`config.mk`:
```
export PLATFORM = sky130hd
export DESIGN_NAME = mef1_input_cond
export DESIGN_NICKNAME = d
export VERILOG_FILES = /design/src/rtl/mef1_input_cond.sv
export SDC_FILE = /design/constraint.sdc
export NUM_CORES = 1
export LEC_CHECK = 0
export CORE_ASPECT_RATIO = 0.8
export CORE_MARGIN = 5
export CORE_UTILIZATION = 50
export CTS_CLUSTER_SIZE = 20
export DETAILED_ROUTE_END_ITERATION = 16
export PLACE_DENSITY = 0.78
export SYNTH_ARGS = -nofsm -noshare
export SYNTH_HDL_FRONTEND = slang
export SYNTH_SLANG_ARGS = --single-unit
```
`constraint.sdc`:
```
create_clock -name clk -period 1.6 [get_ports clk]
set_input_delay 0.32 -clock clk [delete_from_list [all_inputs] [get_ports clk]]
set_output_delay 0.32 -clock clk [all_outputs]
set_load 0.02 [all_outputs]
```
`src/rtl/mef1_input_cond.sv`:
```
// Input conditioning for the mef1 controller: five raw asynchronous lines are
// synchronised, debounced, and delivered as clean levels (g, s, rd) or rising-edge pulses (back, ev).
module mef1_input_cond #(
    parameter int DEB_CYCLES = 4,
    parameter int CNT_W      = $clog2(DEB_CYCLES)
) (
    input  logic clk,
    input  logic reset,
    input  logic g_raw,
    input  logic s_raw,
    input  logic rd_raw,
    input  logic back_raw,
    input  logic ev_raw,
    output logic g,
    output logic s,
    output logic rd,
    output logic back,
    output logic ev
);

    localparam int NCH = 5;

    // Channel order: 0=g, 1=s, 2=rd, 3=back, 4=ev. Level channels idle high, pulse channels idle low.
    localparam logic [NCH-1:0] RST_LVL = 5'b00111;
    localparam logic [CNT_W-1:0] CNT_MAX = CNT_W'(DEB_CYCLES - 1);

    logic [NCH-1:0]   raw;
    logic [NCH-1:0]   sync1;
    logic [NCH-1:0]   sync2;
    logic [NCH-1:0]   stable;
    logic [NCH-1:0]   accept;
    logic [1:0]       pulse;
    logic [CNT_W-1:0] cnt [NCH];

    assign raw = {ev_raw, back_raw, rd_raw, s_raw, g_raw};

    // A channel accepts its new level on the edge where the last required mismatch is seen.
    always_comb begin
        accept = '0;
        for (int i = 0; i < NCH; i++) begin
            accept[i] = (sync2[i] != stable[i]) && (cnt[i] == CNT_MAX);
        end
    end

    always_ff @(posedge clk) begin
        if (reset) begin
            sync1  <= RST_LVL;
            sync2  <= RST_LVL;
            stable <= RST_LVL;
            pulse  <= '0;
            for (int i = 0; i < NCH; i++) begin
                cnt[i] <= '0;
            end
        end else begin
            sync1 <= raw;
            sync2 <= sync1;
            for (int i = 0; i < NCH; i++) begin
                if (sync2[i] == stable[i]) begin
                    cnt[i] <= '0;
                end else if (accept[i]) begin
                    stable[i] <= sync2[i];
                    cnt[i]    <= '0;
                end else begin
                    cnt[i] <= cnt[i] + CNT_W'(1);
                end
            end
            // Pulse only on an accepted 0->1 change; a 1->0 acceptance leaves it low.
            pulse <= {accept[4] & sync2[4], accept[3] & sync2[3]};
        end
    end

    assign g    = stable[0];
    assign s    = stable[1];
    assign rd   = stable[2];
    assign back = pulse[0];
    assign ev   = pulse[1];

endmodule
```
==> results.json <==
{
  "gp_congestion": 0.693,
  "cp_max_fo": 3,
  "p_leak_nw": 0.505,
  "cts.path.max_buffers": 2,
  "cp.depth": 1,
  "routedLengthMet1_um": 617,
  "yosysWarnings": 0,
  "period_needed_ns": 1.39,
  "fin_crit_sh_pct": 86.6,
  "grt_usage_pct": 11.0,
  "areaGrowthSynthToFinish_pct": 18.9,
  "cts-buffers-inserted": 3,
  "vias": 578,
  "io_buffer_count": 11,
  "synth_area_um2": 1070,
  "ir_worst_vdd_mv": 0.688,
  "drc": 0,
  "rrSetupSlack_ns": 0.42,
  "tns_ns": 0,
  "n_antenna_cell": 0,
  "dpl.hpwl_mm": 1.00,
  "report.final.slew_viol_count": 0,
  "path_buf_inv": 1,
  "std_cell_rows": 15,
  "cell_internal_pwr_w": 0.000892,
  "skew_ns": 0.0161,
  "htreeDepth": 1,
  "post-cts-setup-buffer-count": 0,
  "r2r_cells": 2,
  "synth_cells": 72,
  "die_width_um": 61.8,
  "ant_nets": 0,
  "p_per_area_nw_per_um2": 894,
  "rr_endpoint": "cnt[0][1]",
  "setup_viol": 0,
  "clkPwrFrac_pct": 25.2,
  "path_cells": "dlygate4sd2_1",
  "hold_class": "register to register",
  "grt_pass1_wl_mm": 2.56,
  "nets": 108,
  "cp-endpoint": "g",
  "timing.fmax_mhz": 721,
  "yosysSeqAreaShare_pct": 59.6,
  "critical_path_required_ns": 1.28,
  "syn_avg_cell_area_um2": 14.9,
  "dr_wl_met2_um": 665,
  "drt_iter0_drc": 4,
  "final_common_cell": "dfxtp_1",
  "via_per_inst": 4.82,
  "num_io_pins": 12,
  "cp.arrival_ns": 1.07,
  "switchingPower_w": 0.000250,
  "yosysUniqueCellTypes": 16,
  "grt_start_max_net_pins": 28,
  "clk_pin_slew_ns": 0.15,
  "grt_pass1_vias": 620,
  "clockRootBuffer": "clkbuf_4",
  "power.share.sequential_pct": 66.2,
  "drt-total-wl_mm": 1.34,
  "met3_wirelength_um": 50,
  "final_cell_mix": "dfxtp_1 (17), edfxtp_1 (10), conb_1 (10)",
  "final-hold-violation-count": 0,
  "outcome": "completed",
  "initial_core_util_pct": 51.1,
  "routed.top_layer": "met4",
  "place_ws_ns": 0.157,
  "crit_path_top_delay_cell": "dfxtp_1",
  "max_cap_viol_count": 0,
  "firstDrtPassIters": 2,
  "crit_path_end_kind": "output port",
  "rsz0062_at_grt": "no",
  "crit_path_start_kind": "register",
  "hold_buffers": 0,
  "rr_startpoint": "cnt[0][0]",
  "antenna_found_initial": 0,
  "coreArea_um2": 2100,
  "critical_path.top_delay_family": "flip-flops",
  "cts_tree": "built",
  "critPathLaunch": "stable[0]",
  "routedWlPerCell_um": 11.2,
  "ys_seq_elements": 27,
  "comb_power_share_pct": 8.5,
  "die_y_um": 51.5,
  "worstSetupPathType": "register to output port",
  "die_area_um2": 3180,
  "p_sw_share_pct": 21.9,
  "fin_ws_ns": 0.214,
  "clk-insertion-delay-late_ns": 0.32,
  "drive_gt1_share_pct": 21.1,
  "clock-sinks": 27,
  "overflow": 0,
  "slowest_delay_ns": 0.39
}
==> worst min path at each step <==
stage,slack (ns),cells after the start,endpoint,from
3_3_place_gp,0.39,1,sync2[0],sync1[0]
6_report,0.43,1,sync2[2],sync1[2]
3_5_place_dp,0.40,1,sync2[2],sync1[2]
5_1_grt,0.44,1,sync2[2],sync1[2]
2_1_floorplan,0.38,1,sync2[0],sync1[0]
4_1_cts,0.44,1,sync2[2],sync1[2]
==> worst register-to-register path, delay by kind of cell (launching register included) <==
kind,cells,cell delay [ns]
fa+ha+maj,1,0.28
flops,1,0.44
simple gates,1,0.28
==> final cells by class <==
cell class | count | area, µm²
sequential | 27 | 641
fill | 186 | 825
clock buffer | 3 | 22.5
tap | 25 | 31.3
clock inverter | 1 | 6.26
timing repair buffer | 12 | 131
multi-input combinational | 52 | 445
==> registers in the layout, indices dropped and copies added (netlist names) <==
name / count
cnt: 10
stable: 5
sync1: 5
sync2: 5
pulse: 2
==> power groups by stage <==
stage          logic (W)  clock network [W]  registers (W)
2_1_floorplan  0.0000633                  0       0.000773
3_3_place_gp   0.0000975                  0       0.000771
3_5_place_dp    0.000100                  0       0.000773
4_1_cts        0.0000980           0.000307       0.000757
5_1_grt         0.000108           0.000341       0.000762
6_report       0.0000973           0.000288       0.000757
==> metal layers <==
layer,up-vias,GRT usage (%)
met3,2,4.04
met2,7,17.8
met4,0,4.24
met1,271,13.2
li1,298,-
met5,-,0
==> logic make-up (layout without fill, tap and decap cells) <==
logic type                 after synthesis  count (layout)  synth area share [%]
and+or+nand+nor                         27              27                  23.7
AOI/OAI and AO/OA                        3               3                  2.45
DFF                                     27              27                  59.6
buffers and inverters                    2              16                  2.10
muxes                                    2               2                  1.86
other                                    1              10                 0.349
xor gates and xnor gates                 5               5                  4.07
adders and majority gates                5               5                  5.82
==> what timing repair did <==
| action | CTS | global route |
|---|---|---|
| resized for setup | 3 | 2 |
| pin swaps | 0 | 0 |
| setup endpoints to repair | 3 | 2 |
| cloned | 0 | 0 |
==> per-stage QoR <==
stage               hold WS, ns  util (%)  instances  power, W  instance area (µm²)
floorplan                 0.383         -         81  0.000837                 1110
global placement          0.392      59.3        116  0.000868                 1250
detailed placement        0.396      59.3        116  0.000873                 1250
CTS                       0.437      60.5        120   0.00116                 1270
global route              0.441      60.8        120   0.00121                 1280
finish                    0.428      60.8        120   0.00114                 1280
==> cell usage after synthesis <==
| master | count | area share (%) |
|---|---|---|
| nor2b_1 | 3 | 1.7 |
| nor4b_2 | 4 | 5.6 |
| nor2_1 | 2 | 0.70 |
| edfxtp_1 | 10 | 28 |
| nor4_2 | 5 | 5.8 |
| or2_1 | 6 | 3.5 |
| ha_1 | 5 | 5.8 |
| dfxtp_1 | 17 | 32 |
| mux2i_1 | 2 | 1.9 |
| xnor2_1 | 5 | 4.1 |
| buf_6 | 2 | 2.1 |
| a211o_1 | 3 | 2.4 |
| conb_1 | 1 | 0.35 |
| and4bb_2 | 2 | 2.3 |
| and2b_2 | 4 | 3.3 |
| nor4b_1 | 1 | 0.82 |
Power figures use the tool's default switching activity.
